File: src/rtl/calc_pipe.sv
// ----------------------------------------------------------------------------
// calc_pipe
// Two-stage pipelined register-file / saturating ALU calculator for the vending
// machine. One command per cycle is accepted over a valid/ready handshake.
// Stage 1 latches the command and its operands; stage 2 computes the result,
// writes it back and pulses rsp_valid. The register at PAID_REG is mirrored on
// paid for the display/dispense logic.
//
// Optional feature macro: CALC_BYPASS_EN
//   defined   : operands that hit the in-flight destination are forwarded from
//               the stage-2 ALU result; cmd_ready stays at 1.
//   undefined : such a hazard drops cmd_ready for one cycle instead.
//   Results are identical either way; only timing differs.
//
// Ports
//   clk        rising-edge clock
//   rst_n      asynchronous reset, active low
//   cmd_valid  command present
//   cmd_ready  command accepted when cmd_valid & cmd_ready
//   op         opcode: ADD SUB ADDI LDI CLR CMP SHL NOP (0..7)
//   rw/ra/rb   destination / operand A / operand B register indices
//   imm        immediate, zero-extended to DATA_W
//   rsp_valid  one-cycle strobe, result of the retiring command
//   rsp_data   result of the retiring command
//   ovf        saturation occurred in the retiring command
//   paid       current contents of regs[PAID_REG]
// ----------------------------------------------------------------------------
module calc_pipe #(
    parameter int unsigned DATA_W   = 10,
    parameter int unsigned NREGS    = 16,
    parameter int unsigned IMM_W    = 4,
    parameter int unsigned PAID_REG = 4,
    localparam int unsigned AW      = (NREGS > 1) ? $clog2(NREGS) : 1
) (
    input  logic              clk,
    input  logic              rst_n,
    input  logic              cmd_valid,
    output logic              cmd_ready,
    input  logic [2:0]        op,
    input  logic [AW-1:0]     rw,
    input  logic [AW-1:0]     ra,
    input  logic [AW-1:0]     rb,
    input  logic [IMM_W-1:0]  imm,
    output logic              rsp_valid,
    output logic [DATA_W-1:0] rsp_data,
    output logic              ovf,
    output logic [DATA_W-1:0] paid
);

    typedef enum logic [2:0] {
        OpAdd  = 3'd0,
        OpSub  = 3'd1,
        OpAddi = 3'd2,
        OpLdi  = 3'd3,
        OpClr  = 3'd4,
        OpCmp  = 3'd5,
        OpShl  = 3'd6,
        OpNop  = 3'd7
    } op_e;

    localparam logic [AW:0]   NREGS_W  = (AW + 1)'(NREGS);
    localparam logic [AW-1:0] PAID_IDX = AW'(PAID_REG);

    logic [DATA_W-1:0] regs [NREGS];

    // Stage-1 command registers
    logic              s1_valid;
    op_e               s1_op;
    logic [AW-1:0]     s1_rw;
    logic [IMM_W-1:0]  s1_imm;
    logic [DATA_W-1:0] s1_a;
    logic [DATA_W-1:0] s1_b;

    logic              accept;
    logic              s1_we;
    logic              haz_a;
    logic              haz_b;
    logic [DATA_W-1:0] rd_a;
    logic [DATA_W-1:0] rd_b;
    logic [DATA_W-1:0] opa;
    logic [DATA_W-1:0] opb;

    logic [DATA_W-1:0] imm_ext;
    logic [DATA_W-1:0] addend;
    logic [DATA_W:0]   sum;
    logic [DATA_W-1:0] alu_res;
    logic              alu_ovf;

    // Indices beyond NREGS (non power-of-two sizes) read as 0 and never write.
    assign rd_a = ({1'b0, ra} < NREGS_W) ? regs[ra] : '0;
    assign rd_b = ({1'b0, rb} < NREGS_W) ? regs[rb] : '0;

    assign s1_we = s1_valid && (s1_op != OpNop) && ({1'b0, s1_rw} < NREGS_W);
    assign haz_a = s1_we && (ra == s1_rw);
    assign haz_b = s1_we && (rb == s1_rw);

`ifdef CALC_BYPASS_EN
    assign opa       = haz_a ? alu_res : rd_a;
    assign opb       = haz_b ? alu_res : rd_b;
    assign cmd_ready = 1'b1;
`else
    // Stall one cycle; the writeback lands on that edge so the retry reads it.
    assign opa       = rd_a;
    assign opb       = rd_b;
    assign cmd_ready = !(haz_a || haz_b);
`endif

    assign accept = cmd_valid && cmd_ready;

    // Stage-2 saturating ALU
    assign imm_ext = DATA_W'(s1_imm);
    assign addend  = (s1_op == OpAddi) ? imm_ext : s1_b;
    assign sum     = {1'b0, s1_a} + {1'b0, addend};

    always_comb begin
        alu_res = '0;
        alu_ovf = 1'b0;
        unique case (s1_op)
            OpAdd, OpAddi: begin
                if (sum[DATA_W]) begin
                    alu_res = '1;
                    alu_ovf = 1'b1;
                end else begin
                    alu_res = sum[DATA_W-1:0];
                end
            end
            OpSub: begin
                if (s1_a < s1_b) begin
                    alu_ovf = 1'b1;
                end else begin
                    alu_res = s1_a - s1_b;
                end
            end
            OpLdi: alu_res = imm_ext;
            OpClr: alu_res = '0;
            OpCmp: alu_res[0] = (s1_a >= s1_b);
            OpShl: begin
                if (s1_a[DATA_W-1]) begin
                    alu_res = '1;
                    alu_ovf = 1'b1;
                end else begin
                    alu_res = {s1_a[DATA_W-2:0], 1'b0};
                end
            end
            OpNop: alu_res = s1_a;
            default: ;
        endcase
    end

    always_ff @(posedge clk or negedge rst_n) begin
        if (!rst_n) begin
            s1_valid  <= 1'b0;
            s1_op     <= OpNop;
            s1_rw     <= '0;
            s1_imm    <= '0;
            s1_a      <= '0;
            s1_b      <= '0;
            rsp_valid <= 1'b0;
            rsp_data  <= '0;
            ovf       <= 1'b0;
        end else begin
            s1_valid <= accept;
            if (accept) begin
                s1_op  <= op_e'(op);
                s1_rw  <= rw;
                s1_imm <= imm;
                s1_a   <= opa;
                s1_b   <= opb;
            end
            rsp_valid <= s1_valid;
            if (s1_valid) begin
                rsp_data <= alu_res;
                ovf      <= alu_ovf;
            end else begin
                ovf <= 1'b0;
            end
        end
    end

    always_ff @(posedge clk or negedge rst_n) begin
        if (!rst_n) begin
            for (int i = 0; i < NREGS; i++) begin
                regs[i] <= '0;
            end
        end else if (s1_we) begin
            regs[s1_rw] <= alu_res;
        end
    end

    assign paid = regs[PAID_IDX];

endmodule

File: config.mk
export PLATFORM = sky130hd
export DESIGN_NAME = calc_pipe
export DESIGN_NICKNAME = d
export VERILOG_FILES = /design/src/rtl/calc_pipe.sv
export SDC_FILE = /design/constraint.sdc
export NUM_CORES = 1
export LEC_CHECK = 0
export ABC_AREA = 1
export BUFFER_PORTS_ARGS = -buffer_cell sky130_fd_sc_hd__buf_2
export CAP_MARGIN = 40
export CELL_PAD_IN_SITES_DETAIL_PLACEMENT = 0
export CELL_PAD_IN_SITES_GLOBAL_PLACEMENT = 1
export CORE_ASPECT_RATIO = 0.5
export CORE_MARGIN = 2
export CORE_UTILIZATION = 46
export DETAILED_ROUTE_END_ITERATION = 10
export PLACE_DENSITY = 0.88
export SETUP_SLACK_MARGIN = 0.1
export SLEW_MARGIN = 20
export SYNTH_ARGS = -nofsm -noshare
export SYNTH_HDL_FRONTEND = slang
export SYNTH_SLANG_ARGS = --single-unit
File: constraint.sdc
create_clock -name clk -period 3.7 [get_ports clk]
set_input_delay 0.37 -clock clk [delete_from_list [all_inputs] [get_ports clk]]
set_output_delay 0.37 -clock clk [all_outputs]
set_load 0.02 [all_outputs]
After elaboration in Yosys (flattened, before gate mapping)
Index checks and enable logic that the tools add are counted. Widths: inputs -> output; s select.

$add $sub $neg: 2. Bitwise operators: 3. Order comparisons: 6. Reduce and logical (&&, ||, !) cells: 9. Eq/ne operators: 10. Multiplexer cells: 20.

Operators by type and width (number): $bwmux 160 (1); $mux 10 (9); $bmux 10 s4 (2); $pmux 9 s5 (1); $demux 10 s4 (1); $ge 5x5->1 const B (3); $not 4->5 (3); $eq 3x3->1 const B (4); $add 10x10->11 (1); $ge 10x10->1 (1); $lt 10x10->1 (1); $sub 10x10->10 (1); $eq 4x4->1 (2); $pmux 1 s7 (1); $eq 3x2->1 const B (2); $logic_and 1x1->1 (5); $lt 5x1->1 const B (1); $mux 1 (4); $eq 3x1->1 const B (1); $logic_not 3->1 (1); $ne 3x3->1 const B (1); $pmux 1 s3 (1); $reduce_or 2->1 (1); $logic_not 1->1 (1); $logic_or 1x1->1 (1).

Flip-flop bits (word level): 204. Output and inout port bits: 23. Word-level logic and storage cells: 75. Input port bits: 22.

Longest topological paths before layout
Gate-level depths: netlist (run 1).

Depth in word-level cells: 6. Gate-level depth with buffers: 21. Mapped depth without buffers: 20.

Least setup slack after synthesis (run 1)
OpenSTA, ideal clock, no wires.

Path type: register -> register. Start: register s1_op[1]. End: register regs[84] in the netlist's numbering. Data required time: 3574 ps. Buffers on the path: 2. Slack: 923 ps. Setup time: 126 ps. Data arrival time: 2650 ps. Period minus slack after synthesis: 2777 ps. Cell stages (with the launch flop): 18. Cells stage by stage: dfstp_2 -> inv_2 -> nor2_1 -> clkbuf_1 -> nand2_1 -> nand2_1 -> ha_1 -> inv_1 -> fa_1 -> inv_1 -> nand3_1 -> nand3_1 -> xor2_1 -> a21oi_1 -> nand3_2 -> buf_6 -> nand2_1 -> o21ai_0.

Word-level cells in the longest chain between the ends: 6.

Ends and longest elaborated chain: start, declared (line 68) `op_e s1_op;`; start signal, assigned (line 153) `s1_op <= OpNop;`; start signal, assigned (line 164) `s1_op <= op_e'(op);`; $eq 3x2->1 (line 112, 118); $mux 10 (line 112) `assign addend = (s1_op == OpAddi) ? imm_ext : s1_b;`; $add 10x10->11 (line 113) `assign sum = {1'b0, s1_a} + {1'b0, addend};`; $mux 10 (line 120) `if (sum[DATA_W]) begin`; $pmux 9 s5 (line 118) `unique case (s1_op)`; $bwmux 160 (line 186) `regs[s1_rw] <= alu_res;`; end signal, assigned by index (line 186); end, declared (line 64) `logic [DATA_W-1:0] regs [NREGS];`.

Several ways; a longest one is shown, not always the timed one. A chain may end at the register's enable or synchronous reset.

Worst setup path after layout (run 1)
Start: register s1_op[0]. End: register regs[95] in the netlist's numbering.

Same word-level chain as after synthesis.

==> summary.txt, run 1 <==
Synthesis
  • Yosys warning count: 0
  • Cell area after synthesis: 12,400 um^2
  • Instance count of the mapped netlist: 1,777
  • Register bit count reported by yosys: 204
  • Net count after synthesis: 1,821
  • Avg Synthesized Cell Area: 6.97 um^2
  • Seq/Total Area, Yosys: 41.3%
  • Count of different cell masters after synthesis: 38

Finish
  • Synthesis-to-finish area growth: 9.14%
  • Seq. cell area: 5110 um^2
  • Number of filler cells placed in the layout: 2,648
  • Share of final-layout standard cells stronger than drive strength 1: 7.94%
  • Count of nets after finishing: 1,818
  • Most common cell after layout, fill and taps aside: sky130_fd_sc_hd__nand2_1
  • # diodes: 0
  • Top library cells by usage in the layout, fill and taps aside: sky130_fd_sc_hd__nand2_1 (637), sky130_fd_sc_hd__o21ai_0 (245), sky130_fd_sc_hd__dfrtp_1 (201), sky130_fd_sc_hd__inv_1 (152), sky130_fd_sc_hd__a21oi_1 (124)
  • Multi-input gate area in the final layout: 6060 um^2

Timing
  • Peak clock frequency supported by timing: 0.309 GHz
  • Finish-stage setup viols: 0
  • Final Skew: 0.0100 ns
  • Pin slew with the least headroom to its limit: 0.954 ns
  • Hold Violations, Final: 0
  • Fin Setup TNS: 0 ns
  • Period utilization: 87.6%
  • Worst slew margin relative to its limit: 36.4%
  • Max Slew Vio Count: 0
  • Post-route minimum period: 3.24 ns
  • Setup repair after global routing missed its margin: no

Floorplan
  • Die Outline Area: 28,300 um^2
  • Die width: 236 um
  • Number of ports placed on the die boundary: 45
  • Height of the die: 120 um
  • Count of standard-cell rows: 42
  • Area of the core: 26,400 um^2
  • Effective utilization at floorplan: 46.8%

Critical path
  • Cells on worst reg2reg path: 17
  • Kind of critical path: reg -> reg
  • Worst R2R End: regs[95]
  • Cell with the largest stage delay on the worst path: sky130_fd_sc_hd__dfstp_2
  • Crit. path cell count: 17
  • Top delay family on crit path: simple AND/OR/NAND/NOR gates
  • Origin of the critical flop-to-flop path: s1_op[0]
  • Crit path launch type: flop
  • Critical path startpoint: s1_op[0]
  • Data arrival time of the critical path: 3.64 ns
  • Maximum fanout along the worst path: 17
  • Peak per-stage delay on the critical path: 0.55 ns
  • Data required time at the worst endpoint: 4.10 ns
  • Worst setup path endpoint: regs[95]
  • Most Frequent Cell on Critical Path: sky130_fd_sc_hd__nand2_1
  • Setup slack, reg-to-reg: 0.46 ns
  • Worst Setup End Kind: flop
  • CP Buf/Inv Count: 2
  • Sequence of cells on the critical path: inv_1, nand2_1, nor2_1, buf_4, nand2_1, o21ai_0, ha_1, nand2_1, nand3_1, nand2_1, nand2_1, nand2_1, nand2_1, o21ai_0, nand3_2, nand2_1, nand2_1

Global route
  • Vias in the first global route: 11,000
  • Pin count of the biggest net entering global routing: 140
  • Wire length of the first global-routing pass: 63,800 um
  • Residual overflow from global routing: 0
  • Global router's overall resource usage: 29.2%
  • Number of antenna violations at the first check in global routing: 0

Drt
  • DRC violation total after the first TritonRoute iteration: 1,442
  • Vias per std cell: 5.53
  • Via count: 11,800
  • Post-detailed-route DRC marker count: 0
  • DRT Pass-1 Iters: 6
  • Detailed-route wire length: 40,700 um
  • Routed wire length per instance: 19.0 um
  • Residual antenna-violating net count after detailed routing: 0

CTS
  • Number of buffers created by CTS: 21
  • Maximum buffer depth of the clock tree: 3
  • Clock slew at the register clock pins of the worst setup and hold paths: 0.07 ns
  • Clock tree root buffer cell: sky130_fd_sc_hd__clkbuf_16
  • Htree depth: 1
  • CTS sink cnt: 204
  • CTS tree: built
  • Later-pin clock latency in the skew report: 0.52 ns

Placed design
  • Number of buffers added on ports: 44
  • Final HPWL from detailed placement: 27,500 um
  • Final RePlAce weighted congestion: 0.909

Power
  • Power Total: 9.40 mW
  • Leakage power of the design: 6.79 nW
  • Power density over the cells: 696 nW/um^2
  • Maximum ir drop on the vdd rail: 0.000248 V

Hold path
  • Hold Path Class: in -> reg

Status
  • Result of the run: finished clean

Flow run
  • Count of max-cap constraint violations: 0
[state kept, by name, summed over array words and instances (netlist names), 3 cells and up]
register / cells
regs: 150
paid: 10
rsp_data: 10
s1_a: 10
s1_b: 10
s1_imm: 4
s1_rw: 4
s1_op: 3
[metrics by stage]
| step | std cells | utilization, % | instance area, um^2 | hold WS [ns] | setup slack [ns] |
|---|---|---|---|---|---|
| finish | 2140 | 51.1 | 13500 | 0.0455 | 0.460 |
| global route | 2140 | 51.1 | 13500 | 0.0528 | 0.139 |
| CTS | 2140 | 51.0 | 13500 | 0.0371 | 0.374 |
| detailed placement | 2102 | 48.3 | 12800 | 0.465 | 0.375 |
| global placement | 2101 | 48.3 | 12800 | 0.461 | 0.462 |
| floorplan | 1777 | - | 12400 | 0.0744 | 0.923 |
[how the worst min path moves through the flow]
stage / from / endpoint / slack, ns / cells past startpoint
finish: rw[3] / s1_rw[3] / 0.05 / 3
global placement: rsp_data[6] / rsp_data[6] / 0.46 / 2
floorplan: rst_n / ovf / 0.07 / 0
global route: imm[0] / s1_imm[0] / 0.05 / 3
CTS: imm[2] / s1_imm[2] / 0.04 / 3
detailed placement: regs[45] / regs[45] / 0.47 / 2
[where the power goes]
group	switching (mW)	internal (mW)	total (mW)
combinational	2.36	1.11	3.47
sequential	0.623	3.09	3.71
clock	0.946	1.28	2.22
[synth_stat cells]
library cell,instances,share of area [%]
sky130_fd_sc_hd__nand2_1,637,19
sky130_fd_sc_hd__o21ai_0,245,9.9
sky130_fd_sc_hd__dfrtp_1,201,41
sky130_fd_sc_hd__inv_1,152,4.6
sky130_fd_sc_hd__a21oi_1,124,5.0
sky130_fd_sc_hd__nand3_1,106,4.3
sky130_fd_sc_hd__nor2_1,74,2.2
sky130_fd_sc_hd__buf_2,37,1.5
sky130_fd_sc_hd__o211ai_1,36,2.2
sky130_fd_sc_hd__clkbuf_1,35,1.1
sky130_fd_sc_hd__buf_4,25,1.5
sky130_fd_sc_hd__ha_1,20,2.0
sky130_fd_sc_hd__nand3_2,9,0.73
sky130_fd_sc_hd__buf_6,8,0.73
sky130_fd_sc_hd__clkinv_1,7,0.21
sky130_fd_sc_hd__nand4_1,7,0.35
sky130_fd_sc_hd__xor2_1,7,0.50
sky130_fd_sc_hd__inv_2,5,0.15
sky130_fd_sc_hd__o21ai_1,5,0.20
sky130_fd_sc_hd__xnor2_1,5,0.35
sky130_fd_sc_hd__buf_1,3,0.091
sky130_fd_sc_hd__dfstp_2,3,0.64
sky130_fd_sc_hd__nand2_2,3,0.15
sky130_fd_sc_hd__nand3b_1,3,0.18
sky130_fd_sc_hd__nor3_1,3,0.12
sky130_fd_sc_hd__a211oi_1,2,0.12
sky130_fd_sc_hd__fa_1,2,0.32
sky130_fd_sc_hd__nand4_2,2,0.20
sky130_fd_sc_hd__o22ai_1,2,0.10
sky130_fd_sc_hd__a21o_1,1,0.061
sky130_fd_sc_hd__a21oi_2,1,0.071
sky130_fd_sc_hd__clkinv_2,1,0.040
sky130_fd_sc_hd__inv_4,1,0.051
sky130_fd_sc_hd__nand2_4,1,0.091
sky130_fd_sc_hd__nor2_2,1,0.051
sky130_fd_sc_hd__nor3b_1,1,0.061
sky130_fd_sc_hd__o2111a_1,1,0.091
sky130_fd_sc_hd__o21bai_1,1,0.061
[logic make-up after synthesis]
logic type / count (synthesis) / share of synthesized area, %
and+or+nand+nor: 847 / 27.8
xor gates and xnor gates: 12 / 0.849
AOI/OAI and AO/OA: 418 / 17.8
buffers and inverters: 274 / 9.95
adders and majority gates: 22 / 2.34
DFF: 204 / 41.3
[worst min-delay path, delay by kind of cell]
family | cells | cell delay, ns
buffers and inverters | 1 | 0.07
AND/OR/NAND/NOR | 2 | 0.08
[layout make-up]
| type | instances | area share [%] |
|---|---|---|
| multi-input combinational | 1299 | 44.9 |
| sequential | 204 | 37.8 |
| inverter | 166 | 4.64 |
| clock buffer | 28 | 4.38 |
| timing repair buffer | 82 | 4.20 |
| tap | 352 | 3.26 |
| clock inverter | 9 | 0.833 |
[repair_timing]
action / CTS / global route
setup buffers: 0 / 0
hold buffers: 1 / 0
resized for setup: 0 / 3
endpoints found under the hold margin: 4 / 0
setup endpoints to repair: 0 / 31
[routing by layer]
metal / up-vias / wire length [um] / global-route usage, %
met5: - / 0 / 0
met4: 0 / 1150 / 8.16
met3: 79 / 3680 / 6.07
met2: 484 / 17300 / 44.7
met1: 5541 / 18600 / 41.8
li1: 5724 / - / -
Note: power is estimated with default switching activity, not from simulation.
==> inputs of run 2 (changes only) <==
- REMOVE_ABC_BUFFERS: unset -> 1
==> run 2 against run 1 <==
Compared with the run above: fmax up 0.94%; hold slack better by 0.0080 ns; clock skew up 0.0015 ns; critical path depth down 1; via count up 0.46%; routed wire length down 1.9%; worst setup slack better by 0.030 ns; die area unchanged; non-clock buffer count down 2; first-iteration DRC count up 3.9%; design area down 0.22%.
==> summary.txt, run 2 (synthesis gave the netlist of run 1 again) <==
Status
  • Result of the run: finished clean (unchanged)

Floorplan
  • Effective utilization at floorplan: 46.8% (unchanged)
  • Number of ports placed on the die boundary: 45 (unchanged)
  • Count of standard-cell rows: 42 (unchanged)
  • Die width: 236 um (unchanged)
  • Area of the core: 26,400 um^2 (unchanged)
  • Height of the die: 120 um (unchanged)
  • Die Outline Area: 28,300 um^2 (unchanged)

Critical path
  • Origin of the critical flop-to-flop path: s1_op[2] (was s1_op[0])
  • Data arrival time of the critical path: 3.59 ns (was 3.64 ns)
  • Setup slack, reg-to-reg: 0.49 ns (was 0.46 ns)
  • Crit path launch type: flop (unchanged)
  • Cells on worst reg2reg path: 16 (was 17)
  • Worst R2R End: regs[2] (was regs[95])
  • Data required time at the worst endpoint: 4.08 ns (was 4.10 ns)
  • Maximum fanout along the worst path: 17 (unchanged)
  • Kind of critical path: reg -> reg (unchanged)
  • Worst Setup End Kind: flop (unchanged)

Timing
  • Period utilization: 86.7% (was 87.6%)
  • Finish-stage setup viols: 0 (unchanged)
  • Post-route minimum period: 3.21 ns (was 3.24 ns)
  • Hold Violations, Final: 0 (unchanged)
  • Worst slew margin relative to its limit: 39.7% (was 36.4%)
  • Post-Route Hold Slack: 0.0534 ns (was 0.0455 ns)
  • Peak clock frequency supported by timing: 0.312 GHz (was 0.309 GHz)
  • Max Slew Vio Count: 0 (unchanged)
  • Final Skew: 0.0115 ns (was 0.0100 ns)
  • Fin Setup TNS: 0 ns (unchanged)
  • Pin slew with the least headroom to its limit: 0.905 ns (was 0.954 ns)
  • Setup repair after global routing missed its margin: no (unchanged)

Power
  • Share of power burned in registers: 39.7% (was 39.5%)
  • Int Pwr: 5.43 mW (was 5.47 mW)
  • Leakage power of the design: 6.77 nW (was 6.79 nW)
  • Maximum ir drop on the vdd rail: 0.000334 V (was 0.000248 V)
  • Power Total: 9.29 mW (was 9.40 mW)
  • Power dissipated by switching net loads: 3.86 mW (was 3.93 mW)
  • Clock share of power: 23.3% (was 23.6%)
  • Power density over the cells: 689 nW/um^2 (was 696 nW/um^2)
  • Proportion of total power due to net switching: 41.5% (was 41.8%)
  • Fraction of power consumed by combinational cells: 37.1% (was 36.9%)

CTS
  • Htree depth: 1 (unchanged)
  • Number of buffers created by CTS: 21 (unchanged)
  • CTS tree: built (unchanged)
  • Clock tree root buffer cell: sky130_fd_sc_hd__clkbuf_16 (unchanged)
  • Later-pin clock latency in the skew report: 0.52 ns (about the same)
  • Clock slew at the register clock pins of the worst setup and hold paths: 0.06 ns (was 0.07 ns)
  • CTS sink cnt: 204 (unchanged)
  • Number of post-CTS setup repair buffers: 0 (unchanged)
  • Maximum buffer depth of the clock tree: 3 (unchanged)

Global route
  • Vias in the first global route: 11,000 (about the same)
  • Number of antenna violations at the first check in global routing: 1 (was 0)
  • Pin count of the biggest net entering global routing: 140 (unchanged)
  • Global router's overall resource usage: 28.5% (was 29.2%)
  • Residual overflow from global routing: 0 (unchanged)
  • Wire length of the first global-routing pass: 63,300 um (was 63,800 um)

Finish
  • Final core utilization: 51.0% (was 51.1%)
  • Share of final-layout standard cells stronger than drive strength 1: 7.89% (was 7.94%)
  • Final std cell area, no fill: 13,500 um^2 (about the same)
  • Top library cells by usage in the layout, fill and taps aside: sky130_fd_sc_hd__nand2_1 (637), sky130_fd_sc_hd__o21ai_0 (245), sky130_fd_sc_hd__dfrtp_1 (201), sky130_fd_sc_hd__inv_1 (152), sky130_fd_sc_hd__a21oi_1 (124) (unchanged)
  • Most common cell after layout, fill and taps aside: sky130_fd_sc_hd__nand2_1 (unchanged)
  • Count of nets after finishing: 1,816 (was 1,818)
  • Synthesis-to-finish area growth: 8.89% (was 9.14%)
  • Number of flip-flops under the largest register name: 150 (unchanged)
  • # diodes: 0 (unchanged)
  • Number of filler cells placed in the layout: 2,646 (was 2,648)
  • Top register by number of flip-flops: regs (unchanged)

Drt
  • DRT Pass-1 Iters: 5 (was 6)
  • Post-detailed-route DRC marker count: 0 (unchanged)
  • Via count: 11,900 (was 11,800)
  • DRC violation total after the first TritonRoute iteration: 1,498 (was 1,442)
  • Detailed-route wire length: 39,900 um (was 40,700 um)
  • Routed wire length per instance: 18.7 um (was 19.0 um)
  • Vias per std cell: 5.56 (was 5.53)
  • Residual antenna-violating net count after detailed routing: 0 (unchanged)

Placed design
  • Final HPWL from detailed placement: 27,000 um (was 27,500 um)
  • Number of buffers added on ports: 44 (unchanged)
  • Placed instance area: 12,700 um^2 (was 12,800 um^2)
  • Final RePlAce weighted congestion: 0.918 (was 0.909)

Hold path
  • Endpoint of the worst hold-timing path: s1_imm[0] (was s1_rw[3])
  • Min-Delay Path Depth: 3 (unchanged)
  • Source of the worst hold timing path: imm[0] (was rw[3])
  • Hold Path Class: in -> reg (unchanged)

Flow run
  • Count of max-cap constraint violations: 0 (unchanged)
[run 2: how the worst max path moves through the flow]
stage                        start          end  slack [ns]  depth (start not counted)
after detailed placement  s1_op[0]      paid[5]        0.17                         16
after floorplan           s1_op[1]     regs[86]        0.90                         15
after global routing      s1_op[0]     regs[22]        0.18                         16
after global placement    s1_op[0]  rsp_data[5]        0.23                         16
final                     s1_op[2]      regs[2]        0.49                         16
after CTS                 s1_op[0]    regs[145]        0.16                         16
[run 2: power groups by stage]
stage / Sequential [mW] / Clock, mW / Combinational, mW
finish: 3.69 / 2.16 / 3.44
global route: 3.79 / 2.28 / 3.89
CTS: 3.66 / 2.18 / 3.39
detailed placement: 3.69 / 0 / 3.37
global placement: 3.68 / 0 / 3.32
floorplan: 3.65 / 0 / 2.18
[run 2: critical path, cell delays in order, from the launching register on]
cell and delay (ns):
sky130_fd_sc_hd__dfstp_2 0.59, sky130_fd_sc_hd__inv_1 0.09, sky130_fd_sc_hd__nand2_1 0.19, sky130_fd_sc_hd__nor2_4 0.11, sky130_fd_sc_hd__nand2_1 0.08, sky130_fd_sc_hd__o21ai_0 0.08, sky130_fd_sc_hd__ha_1 0.36, sky130_fd_sc_hd__nand2_1 0.11
sky130_fd_sc_hd__nand2_1 0.06, sky130_fd_sc_hd__nand2_1 0.10, sky130_fd_sc_hd__nand2_1 0.06, sky130_fd_sc_hd__nand2_1 0.08, sky130_fd_sc_hd__nand3_2 0.10, sky130_fd_sc_hd__nand2_1 0.28, sky130_fd_sc_hd__nand3_2 0.50, sky130_fd_sc_hd__nand2_1 0.19
sky130_fd_sc_hd__o21ai_0 0.10
[run 2: layout make-up]
cell class	instances	area [um^2]	area share, %
inverters	166	627	4.65
repair buffers	80	544	4.04
clock buffers	30	619	4.59
well taps	352	440	3.27
multi-input cells	1299	6080	45.1
clock inverters	7	62.6	0.464
flip-flops and latches	204	5110	37.9
[run 2: routing by layer]
metal	part of all wire (%)	vias to the layer above	global-route usage, %	routed length [um]
met5	0.033	-	0	13
met4	2.0	2	6.21	809
met3	9.6	62	6.07	3840
met2	42	503	42.8	16600
met1	47	5594	42.2	18600
li1	-	5722	-	-
[run 2: through the flow]
stage          instances  worst slack [ns]
2_1_floorplan       1669             0.901
3_3_place_gp        2093             0.231
3_5_place_dp        2098             0.168
4_1_cts             2136             0.160
5_1_grt             2138             0.183
6_report            2138             0.490
[run 2: what timing repair did]
item,CTS,global route
hold buffers,1,0
resized for setup,0,6
setup endpoints to repair,0,170
endpoints found under the hold margin,47,0
==> inputs of run 3 (changes only) <==
- CORE_UTILIZATION: 46 -> 40
- PLACE_DENSITY: 0.88 -> 0.79
==> run 3 against run 2 <==
Compared with the run above: critical path depth rose by 1; largest power group unchanged; power grew 2.8%; clock power up 11%; fmax fell by 1.3%; global-route usage is 2.8 points lower; core utilization shrank 6.2 points; die area increased by 15%.
==> summary.txt, run 3 (synthesis gave the netlist of run 1 again) <==
Critical path
  • Most Frequent Cell on Critical Path: sky130_fd_sc_hd__nand2_1 (unchanged)
  • Crit path launch type: flop (unchanged)
  • Cell with the largest stage delay on the worst path: sky130_fd_sc_hd__dfstp_2 (unchanged)
  • Maximum fanout along the worst path: 17 (unchanged)
  • Data required time at the worst endpoint: 4.06 ns (was 4.08 ns)
  • CP Buf/Inv Count: 4 (was 1)
  • Top delay family on crit path: simple AND/OR/NAND/NOR gates (unchanged)
  • Data arrival time of the critical path: 3.61 ns (was 3.59 ns)
  • Sequence of cells on the critical path: inv_1, nand2_1, nor2_1, inv_1, nand2_1, nand2_1, ha_1, inv_1, fa_1, inv_1, nand2_1, nand4_1, nand2_1, o21ai_0, nand3_2, nand2_1, o21ai_0 (was inv_1, nand2_1, nor2_4, nand2_1, o21ai_0, ha_1, nand2_1, nand2_1, nand2_1, nand2_1, nand2_1, nand3_2, nand2_1, nand3_2, nand2_1, o21ai_0)
  • Peak per-stage delay on the critical path: 0.58 ns (was 0.59 ns)
  • Worst Setup End Kind: flop (unchanged)
  • Kind of critical path: reg -> reg (unchanged)

Power
  • Share of power burned in registers: 38.5% (was 39.7%)
  • Power density over the cells: 700 nW/um^2 (was 689 nW/um^2)
  • Int Pwr: 5.67 mW (was 5.43 mW)
  • Proportion of total power due to net switching: 40.7% (was 41.5%)
  • Fraction of power consumed by combinational cells: 36.3% (was 37.1%)
  • Power dissipated by switching net loads: 3.88 mW (was 3.86 mW)
  • Leakage power of the design: 6.83 nW (was 6.77 nW)
  • Clock share of power: 25.2% (was 23.3%)
  • Maximum ir drop on the vdd rail: 0.000357 V (was 0.000334 V)

Global route
  • Residual overflow from global routing: 0 (unchanged)
  • Pin count of the biggest net entering global routing: 115 (was 140)
  • Number of antenna violations at the first check in global routing: 1 (unchanged)
  • Global router's overall resource usage: 25.8% (was 28.5%)
  • Wire length of the first global-routing pass: 64,700 um (was 63,300 um)
  • Vias in the first global route: 10,800 (was 11,000)

Placed design
  • Placed Cells incl. Taps: 2,148 (was 2,098)
  • Final HPWL from detailed placement: 28,300 um (was 27,000 um)
  • Final RePlAce weighted congestion: 0.888 (was 0.918)
  • Number of buffers added on ports: 44 (unchanged)
  • Setup WS pre-CTS: 0.375 ns (was 0.168 ns)

Finish
  • Number of filler cells placed in the layout: 3,164 (was 2,646)
  • Top register by number of flip-flops: regs (unchanged)
  • Synthesis-to-finish area growth: 10.1% (was 8.89%)
  • Final cell count without fillers: 2,189 (was 2,138)
  • Most common cell after layout, fill and taps aside: sky130_fd_sc_hd__nand2_1 (unchanged)
  • Number of flip-flops under the largest register name: 150 (unchanged)
  • Count of nets after finishing: 1,818 (was 1,816)
  • Share of final-layout standard cells stronger than drive strength 1: 8.21% (was 7.89%)
  • Top library cells by usage in the layout, fill and taps aside: sky130_fd_sc_hd__nand2_1 (637), sky130_fd_sc_hd__o21ai_0 (245), sky130_fd_sc_hd__dfrtp_1 (201), sky130_fd_sc_hd__inv_1 (152), sky130_fd_sc_hd__a21oi_1 (124) (unchanged)
  • # diodes: 0 (unchanged)

Floorplan
  • Area of the core: 30,400 um^2 (was 26,400 um^2)
  • Height of the die: 128 um (was 120 um)
  • Count of standard-cell rows: 45 (was 42)
  • Number of ports placed on the die boundary: 45 (unchanged)
  • Effective utilization at floorplan: 40.7% (was 46.8%)
  • Die width: 253 um (was 236 um)
  • Die Outline Area: 32,500 um^2 (was 28,300 um^2)

Hold path
  • Hold Path Class: in -> reg (unchanged)

Timing
  • Max Slew Vio Count: 0 (unchanged)
  • Final Skew: 0.0110 ns (was 0.0115 ns)
  • Fin Setup TNS: 0 ns (unchanged)
  • Setup ws final: 0.447 ns (was 0.490 ns)
  • Setup repair after global routing missed its margin: no (unchanged)
  • Pin slew with the least headroom to its limit: 0.923 ns (was 0.905 ns)
  • Post-route minimum period: 3.25 ns (was 3.21 ns)
  • Hold Violations, Final: 0 (unchanged)
  • Peak clock frequency supported by timing: 0.307 GHz (was 0.312 GHz)
  • Period utilization: 87.9% (was 86.7%)
  • Worst slew margin relative to its limit: 38.4% (was 39.7%)
  • Finish-stage setup viols: 0 (unchanged)

Drt
  • Vias per std cell: 5.42 (was 5.56)
  • DRC violation total after the first TritonRoute iteration: 1,213 (was 1,498)
  • Residual antenna-violating net count after detailed routing: 0 (unchanged)
  • Routed wire length per instance: 19.0 um (was 18.7 um)
  • DRT Pass-1 Iters: 7 (was 5)
  • Post-detailed-route DRC marker count: 0 (unchanged)
  • Detailed-route wire length: 41,500 um (was 39,900 um)
  • Via count: 11,900 (about the same)

CTS
  • CTS sink cnt: 204 (unchanged)
  • Clock slew at the register clock pins of the worst setup and hold paths: 0.06 ns (about the same)
  • Clock tree root buffer cell: sky130_fd_sc_hd__clkbuf_16 (unchanged)
  • Htree depth: 1 (unchanged)
  • Later-pin clock latency in the skew report: 0.51 ns (was 0.52 ns)
  • CTS tree: built (unchanged)
  • Number of buffers created by CTS: 22 (was 21)
  • Maximum buffer depth of the clock tree: 3 (unchanged)

Status
  • Result of the run: finished clean (unchanged)

Flow run
  • Count of max-cap constraint violations: 0 (unchanged)
[run 3: cell types whose count changed in the layout (fill, tap and decap cells not counted), sizes merged]
cell | previous run | this run
clkinv | 13 | 14
buf | 79 | 80
bufinv | 1 | 3
clkinvlp | 1 | 0
inv | 158 | 159
[run 3: area by class of cell]
type	instances	area, um^2	area share (%)
clock buffers	30	662	4.86
clock inverters	10	131	0.964
inverters	166	627	4.60
multi-input cells	1299	6050	44.4
flip-flops and latches	204	5110	37.5
well taps	399	499	3.66
repair buffers	81	553	4.06
[run 3: final timing paths]
| path | from | end | slack [ns] | cells past startpoint |
|---|---|---|---|---|
| hold reg to reg | rsp_data[8] | rsp_data[8] | 0.47 | 2 |
| setup / recovery | s1_op[2] | regs[46] | 0.45 | 17 |
| hold / removal | imm[2] | s1_imm[2] | 0.06 | 3 |
| setup reg to reg | s1_op[2] | regs[46] | 0.45 | 17 |
| min in group asynchronous | rst_n | regs[98] | 0.52 | 2 |
| max in group asynchronous | rst_n | s1_op[0] | 2.26 | 3 |
[run 3: power groups by stage]
stage / Clock (mW) / Combinational [mW] / Sequential [mW]
floorplan: 0 / 2.18 / 3.65
global placement: 0 / 3.39 / 3.69
detailed placement: 0 / 3.42 / 3.69
CTS: 2.44 / 3.44 / 3.66
global route: 2.54 / 3.93 / 3.78
finish: 2.40 / 3.47 / 3.68
[run 3: through the flow]
stage                     utilization, %  total power [mW]  cell area (um^2)  hold slack [ns]
final                               44.8              9.55             13600           0.0611
after global routing                44.8              10.2             13600           0.0571
after CTS                           44.8              9.54             13600           0.0516
after detailed placement            42.2              7.10             12800            0.460
after global placement              42.1              7.09             12800            0.459
after floorplan                        -              5.83             11800           0.0744
[run 3: worst reg2reg max path, stage by stage (launching register included)]
cell,delay [ns]
sky130_fd_sc_hd__dfstp_2,0.58
sky130_fd_sc_hd__inv_1,0.07
sky130_fd_sc_hd__nand2_1,0.14
sky130_fd_sc_hd__nor2_1,0.09
sky130_fd_sc_hd__inv_1,0.08
sky130_fd_sc_hd__nand2_1,0.05
sky130_fd_sc_hd__nand2_1,0.05
sky130_fd_sc_hd__ha_1,0.20
sky130_fd_sc_hd__inv_1,0.07
sky130_fd_sc_hd__fa_1,0.41
sky130_fd_sc_hd__inv_1,0.13
sky130_fd_sc_hd__nand2_1,0.09
sky130_fd_sc_hd__nand4_1,0.07
sky130_fd_sc_hd__nand2_1,0.05
sky130_fd_sc_hd__o21ai_0,0.30
sky130_fd_sc_hd__nand3_2,0.47
sky130_fd_sc_hd__nand2_1,0.17
sky130_fd_sc_hd__o21ai_0,0.10
[run 3: what timing repair did]
action	in CTS	in global routing
buffers inserted	0	0
endpoints found under the setup margin	0	14
gates resized for setup	0	1
endpoints found under the hold margin	19	0
hold buffers	1	0
[run 3: metal layers]
metal | wire length (um) | GRT usage [%] | up-vias
met4 | 769 | 5.36 | 2
li1 | - | - | 5730
met2 | 17800 | 39.1 | 438
met5 | 13 | 0 | -
met3 | 2920 | 4.01 | 58
met1 | 20000 | 38.9 | 5632
